`src/rtl/id_ex_pkg.sv`:
```
// Shared types and defaults for the ID/EX pipeline stage.
package id_ex_pkg;

  localparam int EX_W_DEF = 7;
  localparam int M_W_DEF  = 4;
  localparam int WB_W_DEF = 2;
  localparam int RA_W_DEF = 5;

  // Control groups at their default widths; a zero value is a NOP bubble.
  typedef struct packed {
    logic [EX_W_DEF-1:0] ex;
    logic [M_W_DEF-1:0]  m;
    logic [WB_W_DEF-1:0] wb;
  } ctrl_t;

  localparam ctrl_t CTRL_NOP = '0;

  // Occupancy of the two-entry buffer: M only, or M plus skid S.
  typedef enum logic [1:0] {
    EMPTY = 2'd0,
    ONE   = 2'd1,
    FULL  = 2'd2
  } skid_state_e;

endpackage

```
`src/rtl/pipe_skid_buf.sv`:
```
// Generic two-entry skid buffer: main entry M drives the output, skid
// entry S absorbs the beat accepted while downstream stalls. in_ready is
// decoded from the state register only, so it carries no combinational
// path from out_ready.
module pipe_skid_buf
  import id_ex_pkg::*;
#(
  parameter int PAYLOAD_W = 8
) (
  input  logic                 clk,
  input  logic                 rst_n,
  input  logic                 flush,
  input  logic                 in_valid,
  output logic                 in_ready,
  input  logic [PAYLOAD_W-1:0] in_data,
  output logic                 out_valid,
  input  logic                 out_ready,
  output logic [PAYLOAD_W-1:0] out_data
);

  skid_state_e          state_q, state_d;
  logic [PAYLOAD_W-1:0] m_q, s_q;
  logic                 in_fire, out_fire;

  assign in_fire  = in_valid && in_ready;
  assign out_fire = out_valid && out_ready;
  assign out_data = m_q;

  // State register; reset drops any held entries.
  always_ff @(posedge clk or negedge rst_n) begin
    if (!rst_n) state_q <= EMPTY;
    else        state_q <= state_d;
  end

  // Next-state: flush wins over both handshakes.
  always_comb begin
    state_d = state_q;
    if (flush) begin
      state_d = EMPTY;
    end else begin
      case (state_q)
        EMPTY: if (in_fire) state_d = ONE;
        ONE: begin
          if (in_fire && !out_fire)      state_d = FULL;
          else if (!in_fire && out_fire) state_d = EMPTY;
        end
        FULL:    if (out_fire) state_d = ONE;
        default: state_d = EMPTY;
      endcase
    end
  end

  // Outputs decoded from the registered state.
  always_comb begin
    in_ready  = (state_q != FULL);
    out_valid = (state_q != EMPTY);
  end

  // Payload storage; entries are untouched on flush so data outputs hold.
  always_ff @(posedge clk or negedge rst_n) begin
    if (!rst_n) begin
      m_q <= '0;
      s_q <= '0;
    end else if (!flush) begin
      case (state_q)
        EMPTY: if (in_fire) m_q <= in_data;
        ONE: begin
          if (in_fire && out_fire) m_q <= in_data;
          else if (in_fire)        s_q <= in_data;
        end
        FULL:    if (out_fire) m_q <= s_q;
        default: ;
      endcase
    end
  end

endmodule

```
`src/rtl/id_ex_pipe_stage.sv`:
```
// ID/EX pipeline stage: packs decode fields into one payload, buffers it
// in a skid buffer, forces NOP control on bubbles and counts stall cycles.
module id_ex_pipe_stage
  import id_ex_pkg::*;
#(
  parameter int DATA_W  = 32,
  parameter int NUM_OPS = 2,
  parameter int RA_W    = RA_W_DEF,
  parameter int EX_W    = EX_W_DEF,
  parameter int M_W     = M_W_DEF,
  parameter int WB_W    = WB_W_DEF,
  parameter int CNT_W   = 16
) (
  input  logic                      clk,
  input  logic                      rst_n,
  input  logic                      in_valid,
  output logic                      in_ready,
  input  logic [NUM_OPS*DATA_W-1:0] in_ops,
  input  logic [DATA_W-1:0]         in_offset,
  input  logic [RA_W-1:0]           in_rs,
  input  logic [RA_W-1:0]           in_rt,
  input  logic [RA_W-1:0]           in_rd,
  input  logic [EX_W-1:0]           in_ex,
  input  logic [M_W-1:0]            in_m,
  input  logic [WB_W-1:0]           in_wb,
  input  logic                      flush,
  output logic                      out_valid,
  input  logic                      out_ready,
  output logic [NUM_OPS*DATA_W-1:0] out_ops,
  output logic [DATA_W-1:0]         out_offset,
  output logic [RA_W-1:0]           out_rs,
  output logic [RA_W-1:0]           out_rt,
  output logic [RA_W-1:0]           out_rd,
  output logic [EX_W-1:0]           out_ex,
  output logic [M_W-1:0]            out_m,
  output logic [WB_W-1:0]           out_wb,
  output logic [CNT_W-1:0]          stall_cnt
);

  localparam int PW = NUM_OPS*DATA_W + DATA_W + 3*RA_W + EX_W + M_W + WB_W;

  logic [PW-1:0]    pl_in, pl_out;
  logic [EX_W-1:0]  ex_raw;
  logic [M_W-1:0]   m_raw;
  logic [WB_W-1:0]  wb_raw;
  logic [CNT_W-1:0] stall_q, stall_d;

  assign pl_in = {in_ops, in_offset, in_rs, in_rt, in_rd, in_ex, in_m, in_wb};
  assign {out_ops, out_offset, out_rs, out_rt, out_rd, ex_raw, m_raw, wb_raw} = pl_out;

  pipe_skid_buf #(.PAYLOAD_W(PW)) u_buf (
    .clk       (clk),
    .rst_n     (rst_n),
    .flush     (flush),
    .in_valid  (in_valid),
    .in_ready  (in_ready),
    .in_data   (pl_in),
    .out_valid (out_valid),
    .out_ready (out_ready),
    .out_data  (pl_out)
  );

  // Bubbles must not carry stale control into EX.
  always_comb begin
    out_ex = out_valid ? ex_raw : '0;
    out_m  = out_valid ? m_raw  : '0;
    out_wb = out_valid ? wb_raw : '0;
  end

  // Saturating stall count; deliberately not cleared by flush.
  always_comb begin
    stall_d = stall_q;
    if (out_valid && !out_ready && (stall_q != '1))
      stall_d = stall_q + CNT_W'(1);
  end

  // Stall counter register.
  always_ff @(posedge clk or negedge rst_n) begin
    if (!rst_n) stall_q <= '0;
    else        stall_q <= stall_d;
  end

  assign stall_cnt = stall_q;

endmodule

```
`config.mk`:
```
export PLATFORM = sky130hd
export DESIGN_NAME = id_ex_pipe_stage
export DESIGN_NICKNAME = d
export VERILOG_FILES = /design/src/rtl/id_ex_pkg.sv /design/src/rtl/pipe_skid_buf.sv /design/src/rtl/id_ex_pipe_stage.sv
export SDC_FILE = /design/constraint.sdc
export NUM_CORES = 1
export LEC_CHECK = 0
export BUFFER_PORTS_ARGS = -buffer_cell sky130_fd_sc_hd__buf_2
export CAP_MARGIN = 15
export CELL_PAD_IN_SITES_DETAIL_PLACEMENT = 2
export CELL_PAD_IN_SITES_GLOBAL_PLACEMENT = 2
export CORE_MARGIN = 1.5
export CORE_UTILIZATION = 42
export CTS_BUF_LIST = sky130_fd_sc_hd__clkbuf_4 sky130_fd_sc_hd__clkbuf_8
export DETAILED_ROUTE_END_ITERATION = 8
export PLACE_DENSITY_LB_ADDON = 0.08
export SYNTH_ARGS = -nofsm -noshare
export SYNTH_HDL_FRONTEND = slang
export SYNTH_SLANG_ARGS = --single-unit
```
`constraint.sdc`:
```
create_clock -name clk -period 3 [get_ports clk]
set_input_delay 0.15 -clock clk [delete_from_list [all_inputs] [get_ports clk]]
set_output_delay 0.15 -clock clk [all_outputs]
set_load 0.02 [all_outputs]
```
==> impl_metrics.tcl <==
set metrics [dict create \
    overflow 0 \
    outcome "finished clean" \
    viasPerCell 4.95 \
    rr_worst_depth 5 \
    rows 63 \
    multi_input_area_mm2 0.00491 \
    endpoint_kind "flip-flop" \
    setup_violations 0 \
    post_drt_wl_per_cell_um 21.1 \
    numCtsBuffers 50 \
    critPathTopFamily "multiplexers" \
    cts_buffer_depth 3 \
    rsz0062_at_grt "no" \
    synth.distinct_cells 32 \
    clockRootBuffer "clkbuf_8" \
    path_clk_slew_ns 0.06 \
    ys_seq_area_share_pct 52.5 \
    r2r_start "u_buf.state_q[1]$_DFFE_PN0P_" \
    vias 7993 \
    tritoncts "built" \
    worstSetupPathType "reg -> reg" \
    crit_path_max_fanout 67 \
    critPathArrivalTime_ns 2.54 \
    drive_gt1_share_pct 59.3 \
    r2r_end "u_buf.out_data[70]$_DFFE_PN0P_" \
    die_h_um 177 \
    fin_nets 1320 \
    worstSetupStartpointType "flip-flop" \
    worstMarginPinSlew_ns 0.657 \
    drc 0 \
    fmax_mhz 472 \
    post-route-period-util_pct 70.6 \
    pin_count 271 \
    r2r_setup_slack_ns 0.88 \
    final_util_pct 53.9 \
    antenna_found_initial 2 \
    max_stage_delay_ns 0.46 \
    p_leak_nw 7.41 \
    numPortBuffers 270 \
    min_from "in_valid" \
    post_cts_buffers 0 \
    fin_setup_tns_ns 0 \
    syn_nets 1009 \
    die_x_um 177 \
    ys_ff_latch 266 \
    cts_resized 0 \
    critical_path.n_buffers_inverters 1 \
    ir_worst_vdd_mv 0.462 \
    hold_violations 0 \
    pwr_density_cell_mw_per_mm2 693 \
    whs_path_depth 4 \
    syn-cell-area_mm2 0.0127 \
    grt_use_total_pct 22.0 \
    hold_path_end "u_buf.state_q[1]$_DFFE_PN0P_" \
    core_mm2 0.0296 \
    syn_to_final_growth_pct 26.1 \
    wirelength_um 34200 \
    syn_area_per_cell_um2 14.4 \
    worstHoldPathType "in -> reg" \
    grt_pass1_vias 9222 \
    grt_pass1_wl_um 53100 \
    post-route-min-period_ns 2.12 \
    start_util_pct 42.7 \
    fin_skew_ns 0.0308 \
    cap_violations 0 \
    slew_violations 0 \
    maxSlewHeadroom_pct 56.2 \
    seq_area_mm2 0.00666 \
    drt_iter0_drc 186 \
    worstPathCellList "mux2i_1, nor2_1, o21bai_4, buf_12, mux2_1" \
    hpwl_um 19600 \
    first_pass_iters 4 \
    yosys_warnings 0 \
    worst-path-stages 5 \
    dieArea_mm2 0.0312 \
    cts_max_level 2 \
    num-fill-cells 2774 \
    finalWeightedCongestion 0.715 \
    critPathSlowestCell "dfrtp_1" \
    clkLatencyLatePin_ns 0.56 \
    cts_sinks 266 \
    grt_max_degree 79 \
    syn_inst 879 \
    ant_nets 0 \
    crit_required_ns 3.43 \
]
[cells in the final DEF, fill, tap and decap left out, types with 5 or more instances in the layout]
master         instances
mux2_2               312
nand3_1                8
clkbuf_4              20
nand2_1                5
buf_2                269
a21oi_1                5
nor2_1                 8
clkbuf_8              63
xnor2_1               10
nand4_1                5
mux2_4                38
dfrtp_1              266
buf_12                10
mux2_1                23
buf_4                  5
nor2b_1               14
dlygate4sd3_1        128
[stage by stage]
step / instances / total power, mW / worst slack (ns) / hold WS (ns) / area, µm²
global route: 1614 / 11.6 / 0.801 / 0.204 / 16000
CTS: 1613 / 11.1 / 0.894 / 0.139 / 16000
detailed placement: 1400 / 7.27 / 0.934 / 0.202 / 13700
finish: 1615 / 11.1 / 0.883 / 0.184 / 16000
floorplan: 879 / 6.79 / 1.27 / -0.146 / 12700
global placement: 1400 / 7.13 / 0.962 / 0.204 / 13700
[power breakdown]
| group | leakage, nW | internal, mW | switching, mW |
|---|---|---|---|
| clock | 0.545 | 2.11 | 1.55 |
| combinational | 3.64 | 1.25 | 1.23 |
| sequential | 3.22 | 4.44 | 0.485 |
| total | 7.41 | 7.81 | 3.27 |
[repair_timing]
action,in CTS,in global routing
endpoints found under the setup margin,0,0
hold buffers,128,0
hold endpoints to repair,322,0
[tightest hold or removal path: stages]
cell     delay [ns]
buf_2          0.13
nor2b_1        0.17
a21oi_1        0.19
nor3_1         0.06
[kinds of logic after synthesis]
| logic type | share of synthesized area, % |
|---|---|
| mux | 34.4 |
| xor+xnor | 0.691 |
| fa+ha+maj | 0.0988 |
| buf+inv | 8.93 |
| flops | 52.5 |
| simple gates | 2.59 |
| compound gates | 0.780 |
[metal layers]
layer,GRT usage (%),up-vias,routed length (µm)
li1,-,3608,-
met1,25.9,4125,13700
met2,40.1,206,18000
met3,4.92,54,1720
met4,6.00,0,719
met5,0.641,-,0
[layout make-up]
cell class	instances	share of cell area, %
clock buffer	83	6.37
clock inverter	2	0.0940
multi-input combinational	457	30.7
timing repair buffer	413	18.0
tap	390	3.05
sequential	266	41.7
antenna	2	0.0313
inverter	2	0.0470
[worst max path at each step]
stage,end,slack (ns),start
finish,u_buf.out_data[70]$_DFFE_PN0P_,0.88,u_buf.state_q[1]$_DFFE_PN0P_
global route,u_buf.out_data[97]$_DFFE_PN0P_,0.80,u_buf.state_q[1]$_DFFE_PN0P_
floorplan,stall_cnt[1]$_DFFE_PN0P_,1.27,stall_cnt[0]$_DFFE_PN0P_
detailed placement,u_buf.out_data[85]$_DFFE_PN0P_,0.93,u_buf.state_q[1]$_DFFE_PN0P_
global placement,u_buf.out_data[85]$_DFFE_PN0P_,0.96,u_buf.state_q[1]$_DFFE_PN0P_
CTS,u_buf.out_data[85]$_DFFE_PN0P_,0.89,u_buf.state_q[1]$_DFFE_PN0P_
[cell usage after synthesis]
cell type | n | area, µm²
a21oi_1 | 5 | 25.0
a31oi_1 | 4 | 25.0
a41oi_1 | 1 | 8.76
and2_1 | 3 | 18.8
and3_1 | 4 | 25.0
and4_1 | 3 | 26.3
and4b_1 | 1 | 10.0
buf_2 | 28 | 140
buf_4 | 112 | 841
buf_6 | 12 | 135
clkbuf_1 | 2 | 7.51
dfrtp_1 | 266 | 6660
ha_1 | 1 | 12.5
inv_1 | 2 | 7.51
mux2_1 | 23 | 259
mux2_2 | 312 | 3510
mux2_4 | 38 | 571
mux2i_1 | 1 | 10.0
nand2_1 | 5 | 18.8
nand3_1 | 9 | 45.0
nand4_1 | 5 | 31.3
nor2_1 | 8 | 30.0
nor2b_1 | 15 | 93.8
nor3_1 | 2 | 10.0
nor3_2 | 1 | 10.0
o2111ai_1 | 1 | 8.76
o21a_1 | 1 | 7.51
o21ai_0 | 1 | 5.00
o21bai_1 | 1 | 7.51
o21bai_2 | 1 | 11.3
or3b_2 | 1 | 8.76
xnor2_1 | 10 | 87.6
[sequential cells by signal, summed over array words and instances, names as in the netlist]
name	flops
u_buf.out_data	124
u_buf.s_q	124
stall_cnt	16
u_buf.state_q	2
Note: power is estimated with default switching activity, not from simulation.
